[src/rtl/seq_control_unit.sv]
`default_nettype none
// ============================================================================
// Module   : seq_control_unit
// Function : Fetch/decode/execute sequencer for the 8-bit accumulator machine.
// Revision : 1.0 - initial release
// ============================================================================
module seq_control_unit #(
  parameter int ADDR_W  = 6,
  parameter int INSTR_W = 3 + ADDR_W
) (
  input  logic               clk,
  input  logic               rst_n,
  input  logic               run,
  input  logic               restart,
  input  logic [INSTR_W-1:0] instr_in,
  input  logic               zero_flag,
  output logic [ADDR_W-1:0]  mem_addr,
  output logic               mem_we,
  output logic               acc_load,
  output logic               acc_src,
  output logic [1:0]         alu_op,
  output logic               leds_load,
  output logic [ADDR_W-1:0]  pc,
  output logic               halted,
  output logic               busy,
  output logic [2:0]         state,
  output logic [7:0]         retired
);

  typedef enum logic [2:0] {
    S_IDLE   = 3'd0,
    S_FETCH  = 3'd1,
    S_LOADIR = 3'd2,
    S_DECODE = 3'd3,
    S_EXEC   = 3'd4,
    S_HALT   = 3'd5
  } state_t;

  localparam logic [2:0] c_OP_NOP = 3'b000;
  localparam logic [2:0] c_OP_LDA = 3'b001;
  localparam logic [2:0] c_OP_ADD = 3'b010;
  localparam logic [2:0] c_OP_SUB = 3'b011;
  localparam logic [2:0] c_OP_STA = 3'b100;
  localparam logic [2:0] c_OP_JMP = 3'b101;
  localparam logic [2:0] c_OP_JZ  = 3'b110;
  localparam logic [2:0] c_OP_SYS = 3'b111;

  localparam logic [1:0] c_SYS_IN   = 2'b00;
  localparam logic [1:0] c_SYS_OUT  = 2'b01;
  localparam logic [1:0] c_SYS_HALT = 2'b10;

  state_t              r_state, w_next_state;
  logic [ADDR_W-1:0]   r_pc, w_next_pc;
  logic [INSTR_W-1:0]  r_ir, w_next_ir;
  logic [7:0]          r_retired;
  logic                w_retire;
  logic [2:0]          w_opcode;
  logic [ADDR_W-1:0]   w_operand;
  logic [1:0]          w_subop;

  assign w_opcode  = r_ir[INSTR_W-1 -: 3];
  assign w_operand = r_ir[ADDR_W-1:0];
  assign w_subop   = r_ir[1:0];

  always_ff @(posedge clk or negedge rst_n) begin
    if (!rst_n) begin
      r_state   <= S_IDLE;
      r_pc      <= '0;
      r_ir      <= '0;
      r_retired <= '0;
    end else begin
      r_state <= w_next_state;
      r_pc    <= w_next_pc;
      r_ir    <= w_next_ir;
      if (w_retire && !restart)
        r_retired <= r_retired + 8'd1;
    end
  end

  always_comb begin
    w_next_state = r_state;
    w_next_pc    = r_pc;
    w_next_ir    = r_ir;
    w_retire     = 1'b0;
    mem_addr     = '0;
    mem_we       = 1'b0;
    acc_load     = 1'b0;
    acc_src      = 1'b0;
    alu_op       = 2'b00;
    leds_load    = 1'b0;

    case (r_state)
      S_IDLE: begin
        if (run)
          w_next_state = S_FETCH;
      end
      S_FETCH: begin
        mem_addr     = r_pc;
        w_next_state = S_LOADIR;
      end
      S_LOADIR: begin
        w_next_ir    = instr_in;
        w_next_pc    = r_pc + ADDR_W'(1);
        w_next_state = S_DECODE;
      end
      S_DECODE: begin
        w_retire = 1'b1;
        case (w_opcode)
          c_OP_LDA, c_OP_ADD, c_OP_SUB: begin
            mem_addr     = w_operand;
            w_retire     = 1'b0;
            w_next_state = S_EXEC;
          end
          c_OP_STA: begin
            mem_addr = w_operand;
            mem_we   = 1'b1;
          end
          c_OP_JMP: w_next_pc = w_operand;
          c_OP_JZ:  if (zero_flag) w_next_pc = w_operand;
          c_OP_SYS: begin
            case (w_subop)
              c_SYS_IN: begin
                acc_load = 1'b1;
                acc_src  = 1'b1;
              end
              c_SYS_OUT:  leds_load = 1'b1;
              c_SYS_HALT: w_next_state = S_HALT;
              default: ;
            endcase
          end
          c_OP_NOP: ;
          default: ;
        endcase
      end
      S_EXEC: begin
        mem_addr = w_operand;
        acc_load = 1'b1;
        w_retire = 1'b1;
        case (w_opcode)
          c_OP_ADD: alu_op = 2'b01;
          c_OP_SUB: alu_op = 2'b10;
          default:  alu_op = 2'b00;
        endcase
      end
      S_HALT: ;
      default: w_next_state = S_IDLE;
    endcase

    // A retiring cycle picks the boundary target unless it is entering HALT.
    if (w_retire && w_next_state != S_HALT)
      w_next_state = run ? S_FETCH : S_IDLE;

    if (restart) begin
      w_next_state = S_IDLE;
      w_next_pc    = '0;
      w_next_ir    = '0;
    end
  end

  assign pc      = r_pc;
  assign state   = r_state;
  assign retired = r_retired;
  assign halted  = (r_state == S_HALT);
  assign busy    = (r_state != S_IDLE) && (r_state != S_HALT);

endmodule
`default_nettype wire

[config.mk]
export PLATFORM = sky130hd
export DESIGN_NAME = seq_control_unit
export DESIGN_NICKNAME = d
export VERILOG_FILES = /design/src/rtl/seq_control_unit.sv
export SDC_FILE = /design/constraint.sdc
export NUM_CORES = 1
export LEC_CHECK = 0
export ABC_AREA = 1
export ABC_CLOCK_PERIOD_IN_PS = 2400
export CAP_MARGIN = 20
export CELL_PAD_IN_SITES_DETAIL_PLACEMENT = 1
export CELL_PAD_IN_SITES_GLOBAL_PLACEMENT = 1
export CORE_AREA = 2 2 68 70
export CTS_CLUSTER_DIAMETER = 60
export CTS_CLUSTER_SIZE = 10
export DETAILED_ROUTE_END_ITERATION = 8
export DIE_AREA = 0 0 70 72
export HOLD_SLACK_MARGIN = 0.05
export PLACE_DENSITY = 0.93
export SLEW_MARGIN = 15
export SYNTH_ARGS = -nofsm -noshare
export SYNTH_HDL_FRONTEND = slang
export SYNTH_SLANG_ARGS = --single-unit
[constraint.sdc]
create_clock -name clk -period 2.4 [get_ports clk]
set_input_delay 0.48 -clock clk [delete_from_list [all_inputs] [get_ports clk]]
set_output_delay 0.48 -clock clk [all_outputs]
set_load 0.005 [all_outputs]
# Word-level counts from Yosys, hierarchy flattened
# Index checks and enable logic that the tools add are counted.
# Widths: inputs -> output; s select.
# classes
addsub	2
eq_ne	18
n_mux	28
reduce_logical	13
# op_table
cell	count
$pmux 6 s2	2
$eq 3x3->1 const B	6
$mux 6	3
$mux 9	2
$pmux 6 s3	1
$pmux 3 s5	1
$eq 3x2->1 const B	4
$mux 3	4
$mux 1	10
$add 8x1->8 const B	1
$add 6x1->6 const B	1
$eq 3x1->1 const B	2
$ne 3x3->1 const B	2
$pmux 3 s2	1
$reduce_bool 3->1	2
$ne 4x2->1 const B	1
$ne 4x4->1 const B	1
$pmux 1 s2	2
$pmux 2 s2	1
$reduce_or 4->1	1
$logic_and 1x1->1	3
$logic_not 3->1	1
$reduce_and 3->1	1
$reduce_or 3->1	1
other kinds (7)	7
# totals
register_bits	26
out_inout_bits	31

# Logic depth before layout (Yosys ltp)
# Gate-level depths: netlist of the first run.
# depth
depth_word	8
depth_mapped	9

# Least setup slack after synthesis of the first run
# No wires, ideal clock.
# synth_timing
kind	register to output
startpoint	register r_state[0] (netlist: state[0])
endpoint	output port mem_addr[0]
t_arrival_ps	1143
path_slack_ps	777
stages_incl_launch_ff	7
cell_sequence	dfrtp_1 nand2_2 inv_1 nand2_1 a21oi_1 nor2_1 o22ai_1
# synth_between
elab_chain_len	2
# synth_rtl
element	line	rtl
start, declared	52	state_t r_state, w_next_state;
start signal, assigned	72	r_state <= w_next_state;
$eq 3x3->1 (tied with other cells)	92	case (r_state)
$pmux 6 s3 *	92	
end, declared	17	output logic [ADDR_W-1:0] mem_addr,
# Every way passes the cells marked *; elsewhere a longest branch is shown, timed or not.

# Worst setup path after layout of the first run
# layout_timing
startpoint	register r_state[0] (netlist: state[0])
endpoint	output port alu_op[1]
# layout_between
elab_chain_len	2
# layout_rtl
element	line	rtl
$eq 3x3->1	92	
$mux 2	92	
end, declared	21	output logic [1:0] alu_op,
# Every way passes these cells.

==> results.json, run 1 <==
{
  "status": "finished, final reports clean",
  "synth_top_cell_area_share": 0.433,
  "max-cap-violations": 0,
  "synth_top_family_by_area": "simple AND/OR/NAND/NOR gates",
  "synth-compound-area-share": 0.147,
  "antenna_cells": 0,
  "tightestPinTransition_ns": 0.345,
  "gp_congestion": 0.852,
  "area_delta_synth_final_pct": 45.8,
  "cpMaxStageDelayCell": "clkdlybuf4s50_1",
  "synth_top_cell_by_area": "dfrtp_1",
  "min-delay-start": "retired[6]",
  "grt_pass1_wl_um": 7760,
  "ys_ff_latch": 26,
  "grt_overflow": 0,
  "report.final.hold_viol_count": 0,
  "met3_usage": 0.0292,
  "die_y_um": 72,
  "synthCells": 188,
  "drt-initial-drc-count": 59,
  "hold_buffers": 0,
  "period_needed_ns": 2.40,
  "synthArstFlopShare": 1.00,
  "startpoint_type": "flop",
  "leakage_nw": 1.04,
  "place_inst": 288,
  "criticalPathCategory": "reg2out",
  "cts_root_buf": "clkbuf_8",
  "layout_common_cells": "37 x clkdlybuf4s50_1, 27 x inv_1, 27 x nand2_1",
  "finalSetupViolations": 0,
  "maxSlewViolCount": 0,
  "peakVddDrop_mv": 0.439,
  "grt_use_total": 0.194,
  "core_area_sq_um": 4260,
  "cp.required_ns": 1.92,
  "p_total_w": 0.00137,
  "dr.pass1.iters": 4,
  "syn_nets": 204,
  "synth_edf_count": 0,
  "fin_skew_ns": 0.00260,
  "crit_path_max_incr_delay_ns": 0.55,
  "grt_pass1_vias": 1618,
  "yosys.area_share.simple": 0.275,
  "fp.dieArea_sq_um": 5040,
  "finalNetCount": 266,
  "h-tree-depth": 1,
  "hpwl_um": 3380,
  "yosys.cell_types.count": 28,
  "clk_path_buf_depth": 2,
  "seq_area_frac_synth": 0.433,
  "die_w_um": 70,
  "grt.met1_usage": 0.240,
  "initial_core_util": 0.353,
  "portBuffers": 44,
  "max_clock_freq_ghz": 0.417,
  "cp-end-kind": "output port",
  "drc_errors": 0,
  "post_drt_wl_per_cell_um": 16.8,
  "fp-row-count": 24,
  "muxShareOfSynthArea": 0,
  "powerDensity_nw_per_um2": 623,
  "cts_tree": "done",
  "antenna_found_initial": 0,
  "worstPathCellList": "nor3_4 > inv_2 > nor3_1 > clkdlybuf4s50_1",
  "ios": 45,
  "final_core_util": 0.514,
  "grt-busiest-layer": "met2",
  "max_slew_margin": 0.770,
  "cts_sinks": 26,
  "min_path_type": "reg2reg",
  "avgSynthCellArea_sq_um": 8.00,
  "cp.arrival_ns": 1.92,
  "yosysWarnings": 0,
  "period_share": 0.998,
  "synthesis.area_sq_um": 1500,
  "grt_use_met2": 0.353,
  "final_cell_count_no_fill": 301,
  "worst-path-max-fanout": 5,
  "clk_pin_slew_ns": 0.10,
  "fin_setup_tns_ns": 0,
  "antenna_left": 0,
  "timing.rr.start": "state[2]",
  "synth-xor-area-share": 0.0449,
  "synth_fa_ha_area_frac": 0.0166,
  "routed_via_density": 5.22,
  "clk_latency_ns": 0.28,
  "final_common_cell": "clkdlybuf4s50_1",
  "totalWireLength_um": 5060,
  "synth_flop_cell": "dfrtp_1",
  "drive_above_1_share": 0.169,
  "grt_max_degree": 27,
  "vias": 1570,
  "ys_top_cells_by_area": "dfrtp_1 43%, nand3_1 8.0%, inv_1 7.0%",
  "timing.hold.ws_ns": 0.508,
  "crit_start": "state[0]",
  "cts_buffers": 3
}
-- cells in the mapped netlist, types with 3 or more instances --
cell type and count:
nor2_1 10, xor2_1 4, nand2_2 3, nor3_1 3
o21ai_0 19, inv_1 28, nand2_1 27, a21oi_1 10
nand2_4 3, nand4_1 3, dfrtp_1 26, o22ai_1 10
nand3_1 24
-- kinds of logic (layout without fill, tap and decap cells) --
family                     count (synthesis)  count (layout)
and+or+nand+nor                           80              80
AOI/OAI and AO/OA                         41              41
buffers and inverters                     33              94
DFF                                       26              26
xor gates and xnor gates                   6               6
adders and majority gates                  2               2
-- final cells by class --
class	instances	area (sq um)
fillers	518	2070
multi-input cells	129	736
flip-flops and latches	26	656
repair buffers	59	548
inverters	31	118
well taps	52	65.1
clock buffers	3	41.3
clock inverters	1	30.0
-- registers in the layout (all words and copies together) (netlist names) --
register and count:
r_ir 9, retired 8, pc 6, state 3
-- timing repair --
item | in CTS | in global routing
setup endpoints to repair | 8 | 3
buffers inserted | 6 | 3
gates resized for setup | 11 | 3
pin swaps | 1 | 0
-- stage by stage --
| step | setup slack (ns) | instance area (sq um) |
|---|---|---|
| CTS | 0.0434 | 2160 |
| finish | 0.00365 | 2190 |
| floorplan | 0.777 | 1500 |
| detailed placement | 0.163 | 2050 |
| global route | -0.0527 | 2190 |
| global placement | 0.220 | 2050 |
-- critical path: cells and delay by family (launching register included) --
| kind | cells | cell delay, ns |
|---|---|---|
| buffers and inverters | 2 | 0.66 |
| DFF | 1 | 0.48 |
| and+or+nand+nor | 2 | 0.48 |
-- per-layer routing --
layer,part of all wire,vias to the layer above
met1,0.42,763
met5,0,-
met2,0.52,51
met4,0.018,0
li1,-,748
met3,0.050,8
-- path summary, 6_finish.rpt --
path,to,slack [ns],depth (start not counted)
min in group asynchronous,state[2],0.56,2
hold reg to reg,retired[6],0.51,1
setup reg to reg,pc[3],0.70,7
max in group asynchronous,r_ir[6],1.56,2
setup / recovery,alu_op[1],0.004,4
hold / removal,retired[6],0.51,1
-- where the power goes --
group | switching [W] | total, W | internal (W)
clock network | 0.000154 | 0.000378 | 0.000224
registers | 0.0000711 | 0.000570 | 0.000499
logic | 0.000209 | 0.000418 | 0.000210
total | 0.000434 | 0.00137 | 0.000932
Note: power is estimated with default switching activity, not from simulation.
==> run 2, diff against run 1 <==
Settings changed: CORE_AREA 2 2 68 70 to 2 2 65 67, DIE_AREA 0 0 70 72 to 0 0 67 69, DONT_BUFFER_PORTS from default to 1, PLACE_DENSITY 0.93 to 0.8.
==> run 2 against run 1 <==
- critical path depth rose by 2
- die area fell by 8.3%
- clock skew rose by 0.0025 ns
- utilization fell by 8.9 points
- sequential share of layout area rose by 9.1 points
==> results.json, run 2 (same netlist as run 1, synthesis figures left out) <==
{
  "status": "finished, final reports clean",
  "grt_pass1_vias": 1365,
  "cts_sinks": 26,
  "fp-row-count": 23,
  "startpoint_type": "flop",
  "cp-end-kind": "output port",
  "totalWireLength_um": 4160,
  "tightestPinTransition_ns": 0.507,
  "cts_buffers": 3,
  "grt_use_total": 0.185,
  "max_slew_margin": 0.662,
  "antenna_left": 0,
  "cp.required_ns": 1.92,
  "cts_resized": 0,
  "drt-initial-drc-count": 83,
  "post_drt_wl_per_cell_um": 17.1,
  "period_needed_ns": 2.27,
  "cp.arrival_ns": 1.79,
  "worst-path-max-fanout": 7,
  "die_y_um": 69,
  "seq_power_share": 0.485,
  "internal_power_w": 0.000806,
  "antenna_cells": 0,
  "max-cap-violations": 0,
  "cts_root_buf": "clkbuf_8",
  "ios": 45,
  "criticalPathCategory": "reg2out",
  "p_total_w": 0.00119,
  "pwr-share-clk": 0.313,
  "gp_congestion": 0.843,
  "regMostFlops": "r_ir",
  "worst_slack_ns": 0.133,
  "core_area_sq_um": 3910,
  "final_core_util": 0.426,
  "finalNetCount": 210,
  "post_cts.repair.setup_buffers": 0,
  "clk_latency_ns": 0.28,
  "grt_max_degree": 27,
  "die_w_um": 67,
  "clk_pin_slew_ns": 0.10,
  "grt_pass1_wl_um": 6710,
  "antenna_found_initial": 0,
  "fin_skew_ns": 0.00512,
  "initial_core_util": 0.384,
  "maxSlewViolCount": 0,
  "hpwl_um": 3050,
  "place_inst": 237,
  "period_share": 0.944,
  "max_clock_freq_ghz": 0.441,
  "grt_overflow": 0,
  "clk_path_buf_depth": 2,
  "drive_above_1_share": 0.119,
  "final_common_cell": "inv_1",
  "portBuffers": 0,
  "fp.dieArea_sq_um": 4620,
  "min_path_type": "in2reg",
  "peakVddDrop_mv": 0.381,
  "rsz0062_at_grt": "no",
  "leakage_nw": 0.781,
  "pre_cts_slack_ns": 0.407,
  "vias": 1328,
  "cts_tree": "done",
  "final_cell_count_no_fill": 243,
  "report.final.hold_viol_count": 0,
  "routed_via_density": 5.47,
  "area_delta_synth_final_pct": 10.8,
  "h-tree-depth": 1,
  "fin_setup_tns_ns": 0,
  "swShare": 0.325,
  "powerDensity_nw_per_um2": 716,
  "dr.pass1.iters": 4,
  "power.net_switching_w": 0.000388,
  "layout_common_cells": "28 x inv_1, 27 x nand2_1, 26 x dfrtp_1",
  "drc_errors": 0,
  "nFillCells": 503,
  "combPwrFrac": 0.203,
  "finalSetupViolations": 0,
  "largest_reg_flops": 9
}
-- run 2: cell count changes in the layout (fill, tap and decap cells not counted), moves of 4 or more --
cell	previous run	this run
buf_4	15	1
clkdlybuf4s50_1	37	0
dfrtp_1	22	26
dfrtp_2	4	0
dlygate4sd2_1	6	0
-- run 2: cell type report --
class | count | area, sq um | area share
multi-input combinational | 129 | 727 | 0.436
sequential | 26 | 651 | 0.390
tap | 50 | 62.6 | 0.0375
inverter | 31 | 118 | 0.0706
clock buffer | 3 | 41.3 | 0.0248
timing repair buffer | 3 | 37.5 | 0.0225
clock inverter | 1 | 30.0 | 0.0180
-- run 2: repair_timing --
action | 4_1_cts | 5_1_grt
hold endpoints to repair | 26 | 0
hold buffers | 2 | 0
setup endpoints to repair | 0 | 0
-- run 2: power by group through the flow --
stage	Combinational (W)	Clock, W	Sequential, W
global route	0.000278	0.000407	0.000589
floorplan	0.000179	0	0.000565
finish	0.000242	0.000373	0.000578
CTS	0.000243	0.000383	0.000579
detailed placement	0.000226	0	0.000587
global placement	0.000220	0	0.000585
-- run 2: path summary, 6_finish.rpt --
kind	start	endpoint	slack [ns]	cells past startpoint
max	state[0]	mem_addr[3]	0.13	6
min	restart	state[1]	0.26	1
max reg2reg	state[1]	pc[3]	0.72	7
min reg2reg	retired[6]	retired[6]	0.52	1
max in group asynchronous	rst_n	r_ir[5]	1.61	2
min in group asynchronous	rst_n	r_ir[0]	0.63	2
-- run 2: routing by layer --
metal	global-route usage	wire length, um	vias up
met5	0	0	-
met4	0.0363	43	0
met3	0.0571	304	9
met2	0.296	1930	52
met1	0.246	1880	627
li1	-	-	640
-- run 2: through the flow --
stage | instance area (sq um) | hold WS, ns
2_1_floorplan | 1500 | 0.184
3_3_place_gp | 1570 | 0.185
3_5_place_dp | 1570 | 0.185
4_1_cts | 1670 | 0.261
5_1_grt | 1670 | 0.251
6_report | 1670 | 0.262
-- run 2: critical path, cell delays in order, from the launching register on --
cell and delay (ns):
dfrtp_1 0.48, nand2_2 0.13, inv_1 0.06, nand2_1 0.19, a21oi_1 0.07, nor2_1 0.39, o22ai_1 0.18
